### config.mk
export PLATFORM = sky130hd
export DESIGN_NAME = conv_stream_ctrl
export DESIGN_NICKNAME = d
export VERILOG_FILES = /design/src/rtl/conv_stream_ctrl.sv
export SDC_FILE = /design/constraint.sdc
export NUM_CORES = 1
export LEC_CHECK = 0
export ABC_AREA = 1
export CAP_MARGIN = 15
export CORE_AREA = 2 2 202 204
export DETAILED_ROUTE_END_ITERATION = 10
export DIE_AREA = 0 0 204 206
export SLEW_MARGIN = 20
export SYNTH_ARGS = -nofsm -noshare
export SYNTH_HDL_FRONTEND = slang
export SYNTH_SLANG_ARGS = --single-unit
### constraint.sdc
create_clock -name clk -period 4.4 [get_ports clk]
set_input_delay 0.88 -clock clk [delete_from_list [all_inputs] [get_ports clk]]
set_output_delay 0.88 -clock clk [all_outputs]
set_load 0.02 [all_outputs]
### src/rtl/conv_stream_ctrl.sv
// -----------------------------------------------------------------------------
// conv_stream_ctrl
//
// AXI4-Stream sequencer wrapped around one CONV_GAUSS instance. It converts the
// input/output valid/ready handshakes into the conv's stall and synchronous
// reset controls. It also hides the conv's one-row output lag. Once the last
// input beat of a frame has been taken, it feeds one row of zero beats into
// the conv so that the last image row is produced. Pixel data only passes
// through the conv; this block never modifies it.
//
// Ports
//   clk           rising-edge clock
//   areset        asynchronous active-high reset
//   s_tdata       input pixels (DATA_WIDTH)
//   s_tvalid      input beat valid
//   s_tready      input beat accepted
//   s_tuser       start of frame, on the first beat
//   s_tlast       end of frame, on beat BPF-1
//   conv_inp      to conv inp_frame: s_tdata while running, zero while flushing
//   conv_stall    to conv stall, high whenever the conv must not advance
//   conv_aresetn  to conv aresetn (synchronous, active-low), low while idle
//   conv_out      from conv out_frame
//   m_tdata       output pixels, equal to conv_out
//   m_tvalid      output beat valid
//   m_tready      downstream ready
//   m_tuser       start of frame, on the first output beat
//   m_tlast       on output beat BPF-1
//   frame_err     one-cycle pulse on a framing (SOF/tlast) violation
//
// Optional build macro CONV_CTRL_STATS_EN adds:
//   frame_cnt     count of m_tlast handshakes (wraps at 2^32)
//   stall_cnt     count of RUN/FLUSH cycles without a conv advance (wraps)
// -----------------------------------------------------------------------------
module conv_stream_ctrl #(
  parameter int  PIXELS_PER_BEAT = 16,
  parameter int  PIXEL_WIDTH     = 8,
  parameter int  IMAGE_DIM       = 512,
  localparam int DATA_WIDTH      = PIXEL_WIDTH * PIXELS_PER_BEAT
) (
  input  logic                  clk,
  input  logic                  areset,
  input  logic [DATA_WIDTH-1:0] s_tdata,
  input  logic                  s_tvalid,
  output logic                  s_tready,
  input  logic                  s_tuser,
  input  logic                  s_tlast,
  output logic [DATA_WIDTH-1:0] conv_inp,
  output logic                  conv_stall,
  output logic                  conv_aresetn,
  input  logic [DATA_WIDTH-1:0] conv_out,
  output logic [DATA_WIDTH-1:0] m_tdata,
  output logic                  m_tvalid,
  input  logic                  m_tready,
  output logic                  m_tuser,
  output logic                  m_tlast,
  output logic                  frame_err
`ifdef CONV_CTRL_STATS_EN
  ,
  output logic [31:0]           frame_cnt,
  output logic [31:0]           stall_cnt
`endif
);

  localparam int BPR = IMAGE_DIM / PIXELS_PER_BEAT;
  localparam int BPF = IMAGE_DIM * BPR;
  localparam int CW  = $clog2(BPF + BPR + 1);

  localparam logic [CW-1:0] LAST_RUN_IDX  = CW'(BPF - 1);
  localparam logic [CW-1:0] FIRST_OUT_IDX = CW'(BPR);
  localparam logic [CW-1:0] LAST_ADV_IDX  = CW'(BPF + BPR - 1);

  typedef enum logic [1:0] {
    ST_IDLE  = 2'd0,
    ST_RUN   = 2'd1,
    ST_FLUSH = 2'd2,
    ST_DRAIN = 2'd3
  } state_t;

  state_t          state_r;
  state_t          state_nxt_s;
  logic [CW-1:0]   adv_idx_r;
  logic            alive_r;
  logic            m_tvalid_r;
  logic            m_tuser_r;
  logic            m_tlast_r;
  logic            conv_aresetn_r;
  logic            frame_err_r;
  logic            out_free_s;
  logic            adv_s;
  logic            ready_s;
  logic            err_s;
  logic [DATA_WIDTH-1:0] inp_s;

  // Next-state, conv advance, input ready and framing-error decode.
  always_comb begin
    state_nxt_s = state_r;
    adv_s       = 1'b0;
    ready_s     = 1'b0;
    err_s       = 1'b0;
    inp_s       = '0;
    // The output slot can take a new beat if it is empty or being drained now.
    out_free_s  = ~m_tvalid_r | m_tready;
    case (state_r)
      ST_IDLE: begin
        // alive_r keeps s_tready low until the first clock after reset.
        ready_s = alive_r;
        if (alive_r && s_tvalid) begin
          // An SOF beat stays on the bus and becomes beat 0 in RUN;
          // any other beat is swallowed and flagged.
          if (s_tuser) begin
            state_nxt_s = ST_RUN;
          end else begin
            err_s = 1'b1;
          end
        end else begin
          state_nxt_s = ST_IDLE;
        end
      end
      ST_RUN: begin
        ready_s = out_free_s;
        inp_s   = s_tdata;
        if (out_free_s && s_tvalid) begin
          adv_s = 1'b1;
          // Framing checks only flag; the beat count is never adjusted.
          err_s = (s_tlast != (adv_idx_r == LAST_RUN_IDX)) |
                  (s_tuser & (adv_idx_r != '0));
          if (adv_idx_r == LAST_RUN_IDX) begin
            state_nxt_s = ST_FLUSH;
          end else begin
            state_nxt_s = ST_RUN;
          end
        end else begin
          state_nxt_s = ST_RUN;
        end
      end
      ST_FLUSH: begin
        // Zero row pushed through the conv to release the last image row.
        adv_s = out_free_s;
        if (out_free_s && (adv_idx_r == LAST_ADV_IDX)) begin
          state_nxt_s = ST_DRAIN;
        end else begin
          state_nxt_s = ST_FLUSH;
        end
      end
      ST_DRAIN: begin
        if (m_tvalid_r && m_tready) begin
          state_nxt_s = ST_IDLE;
        end else begin
          state_nxt_s = ST_DRAIN;
        end
      end
      default: begin
        state_nxt_s = ST_IDLE;
      end
    endcase
  end

  // State register, advance counter and registered control outputs.
  always_ff @(posedge clk or posedge areset) begin
    if (areset) begin
      state_r        <= ST_IDLE;
      adv_idx_r      <= '0;
      alive_r        <= 1'b0;
      conv_aresetn_r <= 1'b0;
      frame_err_r    <= 1'b0;
    end else begin
      state_r        <= state_nxt_s;
      alive_r        <= 1'b1;
      // Taken from the next state so the conv is held in reset for every
      // IDLE cycle and released on the first cycle after leaving IDLE.
      conv_aresetn_r <= (state_nxt_s != ST_IDLE);
      frame_err_r    <= err_s;
      if (state_r == ST_IDLE) begin
        adv_idx_r <= '0;
      end else if (adv_s) begin
        adv_idx_r <= adv_idx_r + CW'(1);
      end else begin
        adv_idx_r <= adv_idx_r;
      end
    end
  end

  // Output beat flags: the first BPR advances only prime the conv's row lag.
  always_ff @(posedge clk or posedge areset) begin
    if (areset) begin
      m_tvalid_r <= 1'b0;
      m_tuser_r  <= 1'b0;
      m_tlast_r  <= 1'b0;
    end else if (adv_s) begin
      m_tvalid_r <= (adv_idx_r >= FIRST_OUT_IDX);
      m_tuser_r  <= (adv_idx_r == FIRST_OUT_IDX);
      m_tlast_r  <= (adv_idx_r == LAST_ADV_IDX);
    end else if (m_tready) begin
      m_tvalid_r <= 1'b0;
      m_tuser_r  <= 1'b0;
      m_tlast_r  <= 1'b0;
    end else begin
      m_tvalid_r <= m_tvalid_r;
      m_tuser_r  <= m_tuser_r;
      m_tlast_r  <= m_tlast_r;
    end
  end

`ifdef CONV_CTRL_STATS_EN
  logic [31:0] frame_cnt_r;
  logic [31:0] stall_cnt_r;

  // Frame and stall statistics counters.
  always_ff @(posedge clk or posedge areset) begin
    if (areset) begin
      frame_cnt_r <= 32'd0;
      stall_cnt_r <= 32'd0;
    end else begin
      if (m_tvalid_r && m_tready && m_tlast_r) begin
        frame_cnt_r <= frame_cnt_r + 32'd1;
      end else begin
        frame_cnt_r <= frame_cnt_r;
      end
      if (((state_r == ST_RUN) || (state_r == ST_FLUSH)) && !adv_s) begin
        stall_cnt_r <= stall_cnt_r + 32'd1;
      end else begin
        stall_cnt_r <= stall_cnt_r;
      end
    end
  end

  assign frame_cnt = frame_cnt_r;
  assign stall_cnt = stall_cnt_r;
`endif

  // The conv's output is registered, so m_tdata holds while the conv is stalled.
  assign s_tready     = ready_s;
  assign conv_inp     = inp_s;
  assign conv_stall   = ~adv_s;
  assign conv_aresetn = conv_aresetn_r;
  assign m_tdata      = conv_out;
  assign m_tvalid     = m_tvalid_r;
  assign m_tuser      = m_tuser_r;
  assign m_tlast      = m_tlast_r;
  assign frame_err    = frame_err_r;

endmodule

==> flow_metrics.tcl, run 1 <==
set metrics [dict create \
    status "finished clean" \
    cts_setup_buffers 0 \
    synthesis.area_um2 3518 \
    ctsLongestPathBuffers 2 \
    place_hpwl_um 15480 \
    arrival_ns 2.58 \
    async_reset_ff_frac 1.000 \
    relSlewSlack 0.3926 \
    yosys.cell_types.count 32 \
    holdPathStages 2 \
    core_area_um2 40180 \
    dr.first_iter.drc_count 257 \
    grt_pass1_vias 3674 \
    cts_root_buf "clkbuf_16" \
    fin_crit_ns 3.459 \
    synth_warnings 0 \
    ys_top_cells_by_area "buf_4, nand2_1, inv_1" \
    critical_path_class "reg2out" \
    max_freq_mhz 289.1 \
    intPower_uw 545.5 \
    die_w_um 204 \
    power_frac_seq 0.268 \
    cap_violations 0 \
    initial_core_util 0.08756 \
    vias 3934 \
    min_from "m_tlast$_DFFE_PP0P_" \
    finalSetupViolCount 0 \
    ir_worst_vdd_uv 110.0 \
    io_pins 525 \
    gp_routability_congestion 0.8303 \
    synth-seq-cells 23 \
    grt.total_usage 0.07644 \
    r2r-start "state_r[1]$_DFF_PP0_" \
    drv_slew 0 \
    grt_setup_unrepaired "no" \
    p_sw_frac 0.3215 \
    timing.rr.end "adv_idx_r[10]$_DFFE_PP0P_" \
    finalHoldViolations 0 \
    vias_per_cell 3.081 \
    r2r_setup_slack_ns 2.16 \
    synth_edf_count 0 \
    fin_util 0.1483 \
    clock_latency_ns 0.26 \
    dieArea_um2 42020 \
    rows 74 \
    finClkSkew_ns 0.002119 \
    synth_top_area_frac 0.2752 \
    drive_gt1_frac 0.02965 \
    numCtsBuffers 3 \
    power_leakage_uw 0.003161 \
    end_kind "output pin" \
    start_kind "register" \
    syn_avg_cell_area_um2 5.758 \
    wl_um 17770 \
    cp.required_ns 3.52 \
    crit_fanout 70 \
    grt_max_degree 71 \
    min_path_type "reg2reg" \
    p_total_uw 803.9 \
    powerDensity_nw_per_um2 134.9 \
    syn_to_final_growth_pct 69.38 \
    yosysTopAreaCell "buf_4" \
    synth_fp_nets 879 \
    antenna_found_initial 7 \
    drt-wirelength-per-cell_um 13.92 \
    worst_slew_pin_slew_ns 0.9102 \
    numPortBuffers 268 \
    cts-hold-fix-buffers 0 \
    clk_pin_slew_ns 0.06 \
    drc_errors 0 \
    min_to "m_tlast$_DFFE_PP0P_" \
    clkPwrFrac 0.253 \
    htree_levels 1 \
    period_share 0.7860 \
    overflow 0 \
    antenna_left 0 \
    clock-sinks 23 \
    power_switching_uw 258.4 \
    combPwrFrac 0.479 \
    first_pass_iters 5 \
    nets 1011 \
    tritoncts "done" \
    synthCells 611 \
    synth_top_flop_cell "dfrtp_1" \
    reg2reg_depth 10 \
    grt_first_pass_wirelength_um 23220 \
    yosysSeqAreaShare 0.1636 \
    finalSetupTns_ns 0 \
    dieHeight_um 206 \
    cts_resized 0 \
]
-- through the flow --
stage | cell area (um^2) | setup slack (ns) | hold slack, ns | std cells
3_3_place_gp | 5873 | 0.9802 | 0.5164 | 1270
2_1_floorplan | 3518 | 2.004 | 0.5167 | 611
5_1_grt | 5952 | 0.8094 | 0.5410 | 1274
3_5_place_dp | 5873 | 0.9990 | 0.5182 | 1270
4_1_cts | 5952 | 0.9389 | 0.5303 | 1274
6_report | 5959 | 0.9414 | 0.5416 | 1277
-- layout make-up --
class | instances | area [um^2]
antenna | 3 | 7.507
clock buffer | 4 | 78.83
fill | 4624 | 34220
inverter | 159 | 596.8
multi-input combinational | 283 | 1303
sequential | 23 | 575.6
tap | 532 | 665.6
timing repair buffer | 273 | 2733
-- Yosys cell counts (3+ instances only) --
cell,n
nand2_1,181
inv_1,156
nand4_1,8
xor2_1,4
nand2_2,3
buf_2,13
nor2_1,26
o21ai_1,8
buf_4,129
nor3_1,3
o21ai_0,9
ha_1,6
dfrtp_1,23
nand3_1,19
-- how the worst max path moves through the flow --
stage	end	start	slack [ns]
floorplan	s_tready	state_r[0]$_DFF_PP0_	2.00
global placement	conv_stall	m_tready	0.98
detailed placement	conv_stall	m_tready	1.0
CTS	conv_inp[73]	state_r[1]$_DFF_PP0_	0.94
global route	conv_inp[76]	state_r[1]$_DFF_PP0_	0.81
finish	conv_inp[73]	state_r[1]$_DFF_PP0_	0.94
-- power by group through the flow --
| stage | Combinational (uW) | Sequential [uW] | Clock, uW |
|---|---|---|---|
| after floorplan | 306 | 220 | 0 |
| after global placement | 389 | 219 | 0 |
| after detailed placement | 390 | 219 | 0 |
| after CTS | 392 | 215 | 207 |
| after global routing | 414 | 216 | 214 |
| final | 385 | 215 | 203 |
-- kinds of logic after synthesis --
logic type / after synthesis / synth area share
and+or+nand+nor: 248 / 0.2959
buffers and inverters: 305 / 0.4698
AOI/OAI and AO/OA: 24 / 0.03841
DFF: 23 / 0.1636
xor gates and xnor gates: 4 / 0.009956
other: 1 / 0.001066
adders and majority gates: 6 / 0.02134
-- state kept, by name (all words and copies together) (netlist names) --
register and cells:
adv_idx_r 15, alive_r 1, conv_aresetn 1, frame_err 1, m_tlast 1, m_tuser 1, m_tvalid 1, state_r 2
-- placed cells by master (no fill, tap or decap), types with 5 or more instances in the layout --
cell | Yosys | layout
dfrtp_1 | 23 | 23
nor2_1 | 26 | 26
o21ai_1 | 8 | 8
nand4_1 | 8 | 8
nand2_1 | 181 | 181
ha_1 | 6 | 5
clkdlybuf4s50_1 | 0 | 268
inv_1 | 156 | 156
nand3_1 | 19 | 19
o21ai_0 | 9 | 9
-- critical path, cell delays in order (launching register included) --
cell             delay [ns]
dfrtp_1                0.40
inv_1                  0.14
ha_4                   0.47
buf_12                 0.32
nand2_1                0.18
inv_1                  0.10
clkdlybuf4s50_1        0.61
-- per-layer routing --
metal,global-route usage,wire length (um),up-vias
li1,-,-,1869
met1,0.07354,5804,1726
met2,0.1336,8699,250
met3,0.03769,2223,83
met4,0.04270,1008,6
met5,0,37,-
Power figures use the tool's default switching activity.
==> inputs of run 2 (changes only) <==
CORE_AREA = 2 2 206 208   (was 2 2 202 204)
DIE_AREA = 0 0 208 210   (was 0 0 204 206)
clock period = 2.8 ns   (was 4.4 ns; I/O delays follow)
==> flow_metrics.tcl, run 2 (same netlist as run 1, synthesis figures left out) <==
set metrics [dict create \
    drv_slew 0 \
    io_pins 525 \
    wl_um 27810 \
    cts-hold-fix-buffers 0 \
    clk_pin_slew_ns 0.06 \
    crit_fanout 37 \
    dr.first_iter.drc_count 259 \
    grt.total_usage 0.1213 \
    r2r_setup_slack_ns 1.02 \
    antenna_left 0 \
    power_leakage_uw 0.003341 \
    crit_family "buffers and inverters" \
    overflow 0 \
    antenna_found_initial 24 \
    r2r-start "state_r[1]$_DFF_PP0_" \
    finalSetupViolCount 0 \
    max_freq_mhz 373.0 \
    grt_setup_unrepaired "no" \
    drc_errors 0 \
    start_kind "register" \
    vias 4130 \
    dieHeight_um 210 \
    vias_per_cell 3.192 \
    timing.rr.end "adv_idx_r[0]$_DFFE_PP0P_" \
    numCtsBuffers 3 \
    min_to "m_tlast$_DFFE_PP0P_" \
    critical_path_class "reg2out" \
    final_cell_mix "clkdlybuf4s50_1, nand2_1, inv_1" \
    finalHoldViolations 0 \
    rows 75 \
    cap_violations 0 \
    holdPathStages 2 \
    finClkSkew_ns 0.003812 \
    dieArea_um2 43680 \
    status "finished clean" \
    htree_levels 1 \
    fin_crit_ns 2.681 \
    first_pass_iters 8 \
    placed_cells 1281 \
    grt_first_pass_wirelength_um 36080 \
    largestRegisters "adv_idx_r x15, state_r x2" \
    place_hpwl_um 25580 \
    min_from "m_tlast$_DFFE_PP0P_" \
    grt_pass1_vias 4113 \
    tritoncts "done" \
    clock-sinks 23 \
    gp_routability_congestion 0.9075 \
    slowest_delay_ns 0.63 \
    numPortBuffers 268 \
    drive_gt1_frac 0.08812 \
    final_cells 1294 \
    syn_to_final_growth_pct 77.60 \
    die_w_um 208 \
    nets 1018 \
    core_area_um2 41480 \
    regMostFlops "adv_idx_r" \
    min_path_type "reg2reg" \
    cpMaxStageDelayCell "clkdlybuf4s50_1" \
    ir_worst_vdd_uv 156.6 \
    crit_buf_inv 5 \
    cts_root_buf "clkbuf_16" \
    cp.required_ns 2.24 \
    end_kind "output pin" \
    powerDensity_nw_per_um2 214.6 \
    ctsLongestPathBuffers 2 \
    period_share 0.9575 \
    layout_commonest_cell "clkdlybuf4s50_1" \
    arrival_ns 2.12 \
    reg2reg_depth 10 \
    drt-wirelength-per-cell_um 21.49 \
    p_total_uw 1341 \
    largest_reg_flops 15 \
    path_cells "inv_1 > ha_4 > buf_12 > buf_12 > nand2_1 > inv_1 > clkdlybuf4s50_1" \
    initial_core_util 0.08483 \
    grt_max_degree 43 \
    nFillCells 4768 \
    finalSetupTns_ns 0 \
    clock_latency_ns 0.26 \
    cts_resized 0 \
]
[run 2: cell type report]
| cell class | count | area [um^2] | share of cell area |
|---|---|---|---|
| timing repair buffer | 280 | 3005 | 0.4810 |
| multi-input combinational | 283 | 1303 | 0.2085 |
| sequential | 23 | 575.6 | 0.09211 |
| clock buffer | 4 | 78.83 | 0.01262 |
| tap | 539 | 674.4 | 0.1079 |
| antenna | 6 | 15.01 | 0.002403 |
| inverter | 159 | 596.8 | 0.09551 |
[run 2: what timing repair did]
action | CTS | global route
setup buffers | 3 | 0
setup endpoints to repair | 18 | 0
endpoints found under the hold margin | 0 | 0
[run 2: report_power, final]
group,total (uW),switching (uW),internal [uW]
Sequential,338,2.52,336
Combinational,686,322,364
Clock,316,122,194
Total,1340,447,894
[run 2: routing by layer]
layer / up-vias / track usage / wire, um
li1: 1885 / - / -
met1: 1851 / 0.1267 / 9747
met2: 304 / 0.1881 / 12420
met3: 74 / 0.08343 / 4397
met4: 16 / 0.05282 / 1135
met5: - / 0 / 106
[run 2: worst max-delay path by stage]
stage	from	cells past startpoint	end
after floorplan	state_r[0]$_DFF_PP0_	5	s_tready
after global placement	m_tready	9	conv_stall
after detailed placement	m_tready	9	conv_stall
after CTS	state_r[1]$_DFF_PP0_	7	conv_inp[13]
after global routing	state_r[1]$_DFF_PP0_	7	conv_inp[13]
final	state_r[1]$_DFF_PP0_	7	conv_inp[52]
[run 2: stage by stage]
| stage | hold WS (ns) | worst slack, ns | utilization | cell area, um^2 |
|---|---|---|---|---|
| floorplan | 0.5167 | 0.7237 | - | 3518 |
| global placement | 0.5251 | 0.1425 | 0.1472 | 6107 |
| detailed placement | 0.5088 | 0.1583 | 0.1472 | 6107 |
| CTS | 0.5225 | 0.08774 | 0.1503 | 6233 |
| global route | 0.5472 | 0.008738 | 0.1505 | 6243 |
| finish | 0.5237 | 0.1191 | 0.1506 | 6248 |
[run 2: worst reg2reg max path, stage by stage (launching register included)]
cell	delay [ns]
dfrtp_1	0.40
inv_1	0.14
ha_4	0.18
buf_12	0.13
nand2_1	0.06
nand2_1	0.07
nand2_2	0.05
buf_4	0.18
nand2_1	0.20
buf_4	0.20
o21ai_1	0.07
==> inputs of run 3 (changes only) <==
SKIP_CTS_REPAIR_TIMING = 1   (was default)
==> flow_metrics.tcl, run 3 (same netlist as run 1, synthesis figures left out) <==
set metrics [dict create \
    grt_max_degree 43 \
    drive_gt1_frac 0.09055 \
    clock_latency_ns 0.26 \
    multi_input_area_um2 1303 \
    fin_ws_ns 0.1069 \
    initial_core_util 0.08483 \
    powerDensity_nw_per_um2 213.8 \
    seq_area_um2 575.6 \
    power_switching_uw 447.6 \
    cts_root_buf "clkbuf_16" \
    clock-sinks 23 \
    dieArea_um2 43680 \
    grt_first_pass_wirelength_um 35980 \
    layout_commonest_cell "clkdlybuf4s50_1" \
    cpMaxStageDelayCell "clkdlybuf4s50_1" \
    finClkSkew_ns 0.003137 \
    nets 1020 \
    drv_slew 0 \
    syn_to_final_growth_pct 78.02 \
    status "finished clean" \
    numPortBuffers 268 \
    grt.total_usage 0.1209 \
    finalSetupTns_ns 0 \
    slowest_delay_ns 0.63 \
    ctsLongestPathBuffers 2 \
    whs_ns 0.5259 \
    final_cell_mix "clkdlybuf4s50_1, nand2_1, inv_1" \
    antenna_found_initial 24 \
    intPower_uw 891.5 \
    grt.met1_usage 0.1277 \
    antenna_left 0 \
    drc_errors 0 \
    drt-wirelength-per-cell_um 21.50 \
    cap_violations 0 \
    io_pins 525 \
    period_share 0.9618 \
    crit_path_frequent_cell "inv_1" \
    cp.required_ns 2.24 \
    crit_fanout 37 \
    fin_crit_ns 2.693 \
    htree_levels 1 \
    critical_path_class "reg2out" \
    end_kind "output pin" \
    gp_routability_congestion 0.9075 \
    grt_setup_unrepaired "no" \
    p_sw_frac 0.3342 \
    dr.first_iter.drc_count 288 \
    start_kind "register" \
    dp_slack_ns 0.1583 \
    finalHoldViolations 0 \
    max_freq_mhz 371.3 \
    power_leakage_uw 0.003433 \
    largestRegisters "adv_idx_r x15, state_r x2" \
    nFillCells 4773 \
    regMostFlops "adv_idx_r" \
    power_frac_seq 0.253 \
    wl_um 27970 \
    clkPwrFrac 0.236 \
    place_hpwl_um 25580 \
    use_met2 0.1855 \
    tritoncts "done" \
    finalSetupViolCount 0 \
    largest_reg_flops 15 \
    first_pass_iters 5 \
    rows 75 \
    vias 4112 \
    combPwrFrac 0.512 \
    overflow 0 \
    grt_pass1_vias 4098 \
    arrival_ns 2.13 \
    min_path_type "reg2reg" \
    vias_per_cell 3.161 \
    core_area_um2 41480 \
    met3_usage 0.08343 \
    p_total_uw 1339 \
    dieHeight_um 210 \
    clk_pin_slew_ns 0.06 \
    die_w_um 208 \
    top_usage_layer "met2" \
    ir_worst_vdd_uv 154.8 \
    numCtsBuffers 3 \
    path_cells "inv_1 > ha_4 > buf_12 > nand2_1 > inv_1 > clkdlybuf4s50_1" \
]
## run 3: cell types whose count changed in the layout (fill, tap and decap cells not counted), sizes merged
cell,before,now
clkdlybuf4s50,231,226
dlymetal6s2s,0,5
diode,6,11
buf,49,51
## run 3: layer usage
| layer | share of wire | wire (um) |
|---|---|---|
| met5 | 0.0038 | 106 |
| met4 | 0.039 | 1101 |
| met3 | 0.17 | 4640 |
| met2 | 0.44 | 12420 |
| met1 | 0.35 | 9696 |
## run 3: final timing paths
check / start / cells past startpoint / slack [ns] / to
worst max register to register: state_r[1]$_DFF_PP0_ / 10 / 0.85 / adv_idx_r[0]$_DFFE_PP0P_
worst max-delay path: state_r[1]$_DFF_PP0_ / 6 / 0.11 / conv_inp[52]
worst min-delay path: m_tlast$_DFFE_PP0P_ / 2 / 0.53 / m_tlast$_DFFE_PP0P_
min in group asynchronous: areset / 3 / 0.65 / m_tlast$_DFFE_PP0P_
max in group asynchronous: areset / 3 / 1.91 / adv_idx_r[0]$_DFFE_PP0P_
worst min register to register: m_tlast$_DFFE_PP0P_ / 2 / 0.53 / m_tlast$_DFFE_PP0P_
## run 3: worst max-delay path, delay by kind of cell, from the launching register on
family                     cells  cell delay [ns]
adders and majority gates      1             0.28
buffers and inverters          4             1.06
DFF                            1             0.40
and+or+nand+nor                1             0.12
## run 3: area by class of cell
type                    instances  area share
diodes                         11    0.004395
clock buffers                   4     0.01258
inverters                     159     0.09529
multi-input cells             283      0.2080
flip-flops and latches         23     0.09189
well taps                     539      0.1077
repair buffers                282      0.4802
## run 3: stage by stage
stage,util,std cells,area (um^2)
4_1_cts,0.1491,1285,6186
5_1_grt,0.1506,1294,6246
6_report,0.1510,1301,6264
3_5_place_dp,0.1472,1281,6107
3_3_place_gp,0.1472,1281,6107
2_1_floorplan,-,611,3518
## run 3: power groups by stage
stage	Combinational [uW]	Clock [uW]	Sequential, uW
after floorplan	481	0	346
after global placement	680	0	344
after detailed placement	684	0	344
after CTS	686	321	338
after global routing	725	331	339
final	685	315	338
